## src/rtl/seq_addsub_pkg.sv

```systemverilog
// Shared definitions for the multi-cycle add/subtract unit: FSM encoding and
// the chunk-index width helper.
package seq_addsub_pkg;

  typedef enum logic [1:0] {
    ST_IDLE = 2'd0,
    ST_RUN  = 2'd1,
    ST_DONE = 2'd2
  } state_t;

  // Index width for a counter covering 0..n-1; never narrower than one bit.
  function automatic int idx_width(input int n);
    return (n > 1) ? $clog2(n) : 1;
  endfunction

endpackage

```

## src/rtl/fa.sv

```systemverilog
// Single-bit full adder cell.
// Purely combinational; no state and no flow control.
module fa (
  input  logic a,
  input  logic b,
  input  logic ci,
  output logic s,
  output logic co
);

  assign s  = a ^ b ^ ci;
  assign co = (a & b) | (ci & (a ^ b));

endmodule

```

## src/rtl/rca_chunk.sv

```systemverilog
// W-bit combinational ripple-carry slice built from fa cells.
// Exposes the carry into the MSB so the caller can derive signed overflow.
module rca_chunk #(
  parameter int W = 4
) (
  input  logic [W-1:0] a,
  input  logic [W-1:0] b,
  input  logic         ci,
  output logic [W-1:0] s,
  output logic         co,
  output logic         c_msb
);

  logic [W:0] c;

  assign c[0] = ci;

  for (genvar i = 0; i < W; i++) begin : g_bit
    fa u_fa (
      .a  (a[i]),
      .b  (b[i]),
      .ci (c[i]),
      .s  (s[i]),
      .co (c[i+1])
    );
  end

  assign co    = c[W];
  assign c_msb = c[W-1];

endmodule

```

## src/rtl/seq_addsub.sv

```systemverilog
// Multi-cycle WIDTH-bit add/subtract, CHUNK bits per clock; done pulses N edges
// after start. No backpressure: start is ignored while RUN, accepted in IDLE/DONE.
module seq_addsub
  import seq_addsub_pkg::*;
#(
  parameter int WIDTH = 16,
  parameter int CHUNK = 4
) (
  input  logic             clk,
  input  logic             rst_n,
  input  logic             start,
  input  logic             sub,
  input  logic [WIDTH-1:0] a,
  input  logic [WIDTH-1:0] b,
  input  logic             cin,
  output logic             busy,
  output logic             done,
  output logic [WIDTH-1:0] sum,
  output logic             cout,
  output logic             ovf,
  output logic             zero
);

  localparam int N  = WIDTH / CHUNK;
  localparam int IW = idx_width(N);
  localparam logic [IW-1:0] LAST = IW'(N - 1);

  state_t           state;
  logic [WIDTH-1:0] a_r;
  logic [WIDTH-1:0] b_r;
  logic             carry;
  logic [IW-1:0]    idx;

  logic [CHUNK-1:0] s_chunk;
  logic             c_out;
  logic             c_msb;
  logic [WIDTH-1:0] s_ext;
  logic [WIDTH-1:0] sum_nxt;

  // Operands shift right each RUN cycle, so the active chunk is always the low slice.
  rca_chunk #(.W(CHUNK)) u_rca (
    .a     (a_r[CHUNK-1:0]),
    .b     (b_r[CHUNK-1:0]),
    .ci    (carry),
    .s     (s_chunk),
    .co    (c_out),
    .c_msb (c_msb)
  );

  always_comb begin
    s_ext              = '0;
    s_ext[CHUNK-1:0]   = s_chunk;
    sum_nxt            = sum | (s_ext << (idx * CHUNK));
  end

  always_ff @(posedge clk or negedge rst_n) begin
    if (!rst_n) begin
      state <= ST_IDLE;
      a_r   <= '0;
      b_r   <= '0;
      carry <= 1'b0;
      idx   <= '0;
      busy  <= 1'b0;
      done  <= 1'b0;
      sum   <= '0;
      cout  <= 1'b0;
      ovf   <= 1'b0;
      zero  <= 1'b0;
    end else begin
      case (state)
        ST_RUN: begin
          sum   <= sum_nxt;
          carry <= c_out;
          a_r   <= a_r >> CHUNK;
          b_r   <= b_r >> CHUNK;
          idx   <= idx + 1'b1;
          if (idx == LAST) begin
            state <= ST_DONE;
            busy  <= 1'b0;
            done  <= 1'b1;
            cout  <= c_out;
            ovf   <= c_out ^ c_msb;
            zero  <= (sum_nxt == '0);
          end
        end
        default: begin
          // IDLE and DONE both accept a new operation; DONE otherwise falls back to IDLE.
          done <= 1'b0;
          if (start) begin
            state <= ST_RUN;
            a_r   <= a;
            b_r   <= sub ? ~b : b;
            carry <= cin ^ sub;
            idx   <= '0;
            sum   <= '0;
            busy  <= 1'b1;
          end else begin
            state <= ST_IDLE;
          end
        end
      endcase
    end
  end

endmodule

```

## config.mk

```make
export PLATFORM = sky130hd
export DESIGN_NAME = seq_addsub
export DESIGN_NICKNAME = d
export VERILOG_FILES = /design/src/rtl/seq_addsub_pkg.sv /design/src/rtl/fa.sv /design/src/rtl/rca_chunk.sv /design/src/rtl/seq_addsub.sv
export SDC_FILE = /design/constraint.sdc
export NUM_CORES = 1
export LEC_CHECK = 0
export CORE_MARGIN = 5
export CORE_UTILIZATION = 49
export CTS_CLUSTER_SIZE = 28
export DETAILED_ROUTE_END_ITERATION = 6
export GPL_ROUTABILITY_DRIVEN = 0
export GPL_TIMING_DRIVEN = 0
export HOLD_SLACK_MARGIN = 0.06
export PLACE_DENSITY = 0.77
export SKIP_CTS_REPAIR_TIMING = 1
export SLEW_MARGIN = 20
export SYNTH_ARGS = -nofsm -noshare
export SYNTH_HDL_FRONTEND = slang
export SYNTH_SLANG_ARGS = --single-unit
```

## constraint.sdc

```tcl
create_clock -name clk -period 9.16 [get_ports clk]
set_clock_uncertainty 0.2 [all_clocks]
set_input_delay 2.748 -clock clk [delete_from_list [all_inputs] [get_ports clk]]
set_output_delay 2.748 -clock clk [all_outputs]
set_load 0.02 [all_outputs]
```

# Word level (Yosys, flattened, before mapping)
# Cells that the tools add are included.
# op_classes
add_sub_neg	1
bitwise_logic	24
multipliers	0
n_eq_ne	3
n_lt_le_gt_ge	0
n_mux	19
shift	1
div	0
n_reduce_logical	4
# ops
cell	count
$mux 16	7
$logic_not 16->1	1
$not 16->16	1
$or 16x16->16	1
$shl 4x4->16	1
$xor 1x1->1	10
$and 1x1->1	8
$mux 1	8
$mux 2	4
$or 1x1->1	4
$reduce_and 2->1	2
$add 2x1->2 const B	1
$eq 2x1->1 const B	1
$eq 2x2->1 const B	1
$ne 2x2->1 const B	1
$reduce_bool 2->1	1
# totals
mem_bits_ro	0
wordCells	63
output_inout_bits	21
mem_bits_rw	0
n_memories	0
inputBits	37
ff_bits	58
latch_bits	0

# Longest topological paths before layout
# logic_depth
depth_word	11
ltp_mapped	9
depth_no_buf	9

# By module
# From an unflattened synthesis, not the netlist that was laid out.
# unflattened
cells_unflattened	272
hier_area_um2	2715.1
# by_module_without_submodules
mod	area_each_um2	n_inst	seq_area_each_um2	cells_per_inst
seq_addsub	2635.0	1	1426.4	268
fa	20.0	4	0.0	1

# Worst setup path before layout
# OpenSTA, ideal clock, no wires.
# synth_path
kind	input to register
from	input sub
to	register carry
setup_ps	127
t_arrival_ps	3393
slack_ps	5441
stages	6
n_path_buf	2
required_time_ps	8833
path_cell_list	buf_4 -> buf_6 -> xnor2_1 -> nand2_1 -> o211ai_1 -> o21ai_1
# synth_via
elab_chain_cells	3
# synth_rtl
element	line_no	rtl
start: declaration	seq_addsub.sv:12	input logic sub,
$xor 1x1->1	seq_addsub.sv:93	carry <= cin ^ sub;
$mux 1	seq_addsub.sv:89	if (start) begin
$mux 1	seq_addsub.sv:70	case (state)
end signal: assignment	seq_addsub.sv:73	carry <= c_out;
end signal: assignment	seq_addsub.sv:93	
end: declaration	seq_addsub.sv:31	logic carry;
# No other way between the ends. The select of a mux whose other input is x is not followed.
# A chain may end at the register's enable or synchronous reset.

# Worst setup path in the final report
# layout_path
from	register sum[10]
to	output sum[10]
# layout_rtl
element	line_no	rtl
start: declaration	seq_addsub.sv:18	output logic [WIDTH-1:0] sum,
start signal: assignment	seq_addsub.sv:72	sum <= sum_nxt;
# No word-level cell between the ends.

==> impl_metrics.csv <==
group,metric,value,unit
outcome,status,"completed",
die,die_area,0.00730,mm2
finish,diodes,0,
yosys,synth.net_count,323,
cts,htreeDepth,3,
critical_path,required,6.21,ns
drt,drc_errors,0,
cts,clock_latency,0.33,ns
finish,area_delta_synth_final,30.2,%
drt,antenna_left,0,
run,cap_violations,0,
yosys,yosys.area_share.adder,3.32,%
yosys,synth_common_cells,"57 x dfrtp_1, 44 x nand2_1, 27 x o21ai_1",
power_and_ir_drop,peakVddDrop,179,uV
yosys,synth-seq-area-share,51.1,%
yosys,ys_seq_elements,57,
yosys,synth_xor_area_share,5.65,%
critical_path,path_delay_family,"buffers and inverters",
die,std_cell_rows,27,
critical_path,arrival,1.41,ns
drt,wl,6410,um
global_routing,grt_start_max_net_pins,58,
finish,stdcell_count,424,
global_routing,grt_pass1_wl,10900,um
die,core-area,0.00551,mm2
critical_path,critPathCaptureType,"primary output",
yosys,synthArstFlopShare,100,%
global_routing,antenna_found_initial,0,
die,pin_count,58,
yosys,ys.warnings.count,0,
drt,via_per_inst,5.38,
global_routing,grt_pass1_vias,2300,
yosys,netlist.area_leader.share,51.1,%
yosys,synthSimpleGateAreaFrac,14.1,%
yosys,synth_top_family_by_area,"compound AO/OA/AOI/OAI gates",
die,die_h,85.4,um
power_and_ir_drop,p_leak,1.61,nW
sta,setup_viol,0,
yosys,synth.mux.area_fraction,5.74,%
sta,finalHoldViolCount,0,
critical_path,startpoint_type,"flop",
critical_path,crit_fanout,4,
sta,finalMaxSlewViolations,0,
yosys,synth_compound_area_share,14.5,%
sta,period_minus_slack,4.36,ns
drt,via_count,2282,
min_path,worst_hold_path_type,"flop to flop",
yosys,synth.largest_area_cell,"dfrtp_1",
cts,cts_buffer_depth,2,
drt,post_drt_wl_per_cell,15.1,um
critical_path,r2r_slack,5.95,ns
yosys,synth_area,0.00279,mm2
yosys,synth.most_common_cell,"dfrtp_1",
yosys,synth_cell_types,35,
sta,final.setup.tns,0,ns
critical_path,slowest_delay,0.64,ns
cts,cts_num_sinks,57,
yosys,synth_edf_count,0,
sta,rsz0062_at_grt,"false",
global_routing,grt_overflow,0,
yosys,syn_inst,281,
critical_path,critPathSlowestCell,"clkdlybuf4s50_1",
die,initial_utilization,50.6,%
placed_design,dp.cells,409,
drt,dr.first_iter.drc_count,105,
finish,drive_above_1_share,11.6,%
finish,fin_util,66.0,%
drt,first_pass_iters,5,
sta,timing.fmax,229,MHz
finish,nets,390,
sta,period_share,47.6,%
placed_design,place_hpwl,4630,um
power_and_ir_drop,p_per_area,340,mW/mm2
global_routing,track_usage,19.1,%
critical_path,crit_path_cell_trace,"clkdlybuf4s50_1",
cts,cts_tree,"yes",
yosys,ys.flop_type,"dfrtp_1",
cts,cts-buffers-inserted,9,
placed_design,io_buffers,56,
cts,clkSlewWorstSetupHoldPaths,0.07,ns
yosys,syn_area_per_cell,9.93,um2
critical_path,critPathKind,"flop to primary output",
sta,slew_headroom,52.9,%
critical_path,path_buf_inv,1,
cts,clock-root-buffer,"clkbuf_8",
sta,worst_pin_slew,0.706,ns
die,die_x,85.4,um
yosys,yosys-top-cells-area,"dfrtp_1 51%, nand2_1 5.9%, mux2i_1 5.7%",
## per-stage QoR
step / instance area (um2) / total power [mW] / worst slack (ns) / hold WS (ns)
2_1_floorplan: 2790 / 0.799 / 5.44 / 0.245
3_3_place_gp: 3440 / 0.986 / 3.40 / 0.260
3_5_place_dp: 3440 / 1.00 / 4.83 / 0.271
4_1_cts: 3630 / 1.24 / 4.79 / 0.287
5_1_grt: 3630 / 1.32 / 4.76 / 0.317
6_report: 3630 / 1.24 / 4.80 / 0.286
## sequential cells by signal, summed over array words and instances, names as in the netlist
signal	count
sum	16
carry	1
zero	1
busy	1
cout	1
idx	2
b_r	16
ovf	1
state	2
a_r	16
## final cells by class
cell class | count | area [um2]
plain buffers | 19 | 113
clock buffers | 12 | 155
clock inverters | 3 | 40.0
fillers | 449 | 1870
inverters | 11 | 41.3
multi-input cells | 194 | 1210
flip-flops and latches | 57 | 1430
well taps | 72 | 90.1
repair buffers | 56 | 558
## cell usage in the layout, fill, tap and decap left out, types with 4 or more instances in the layout
cell type | netlist | routed
dfrtp_1 | 57 | 57
clkdlybuf4s50_1 | 0 | 55
nand2_1 | 44 | 44
o21ai_1 | 27 | 27
nor2_1 | 24 | 24
xnor2_1 | 17 | 17
mux2i_1 | 16 | 16
o21ai_0 | 15 | 15
buf_2 | 12 | 12
clkbuf_8 | 0 | 11
a21oi_1 | 10 | 10
inv_1 | 9 | 9
a211oi_1 | 5 | 5
buf_4 | 3 | 4
fa_1 | 4 | 4
## cells by family (layout without fill, tap and decap cells)
| family | Yosys count | after routing |
|---|---|---|
| AND/OR/NAND/NOR | 85 | 85 |
| AO/OA/AOI/OAI | 70 | 70 |
| flip-flops | 57 | 57 |
| buffers and inverters | 30 | 101 |
| XOR/XNOR | 18 | 18 |
| multiplexers | 16 | 16 |
| adder cells (fa/ha/maj) | 5 | 5 |
## final timing paths
| path | startpoint | end | cells after the start |
|---|---|---|---|
| max reg2reg | carry | zero | 9 |
| max in group asynchronous | rst_n | b_r[12] | 1 |
| min in group asynchronous | rst_n | busy | 1 |
| min reg2reg | a_r[5] | a_r[1] | 2 |
| min | a_r[5] | a_r[1] | 2 |
| max | sum[10] | sum[10] | 1 |
## power by group
group          total, mW  leakage (nW)  switching [mW]  internal [mW]
clock network      0.234         0.102          0.0962          0.138
registers          0.430         0.727          0.0746          0.355
logic              0.572         0.782           0.329          0.243
## metal layers
metal	global-route usage (%)	vias up	share of wire (%)
li1	-	1080	-
met1	23.2	1118	40
met2	32.5	75	51
met3	4.27	9	7.0
met4	8.35	0	1.6
met5	0	-	0
## worst reg2reg max path: cells and delay by family, from the launching register on
family	cells	cell delay (ns)
AO/OA/AOI/OAI	1	0.08
flip-flops	1	0.40
adder cells (fa/ha/maj)	4	1.84
AND/OR/NAND/NOR	2	0.33
buffers and inverters	2	0.24
No activity file was read; power rests on OpenSTA's default activity.
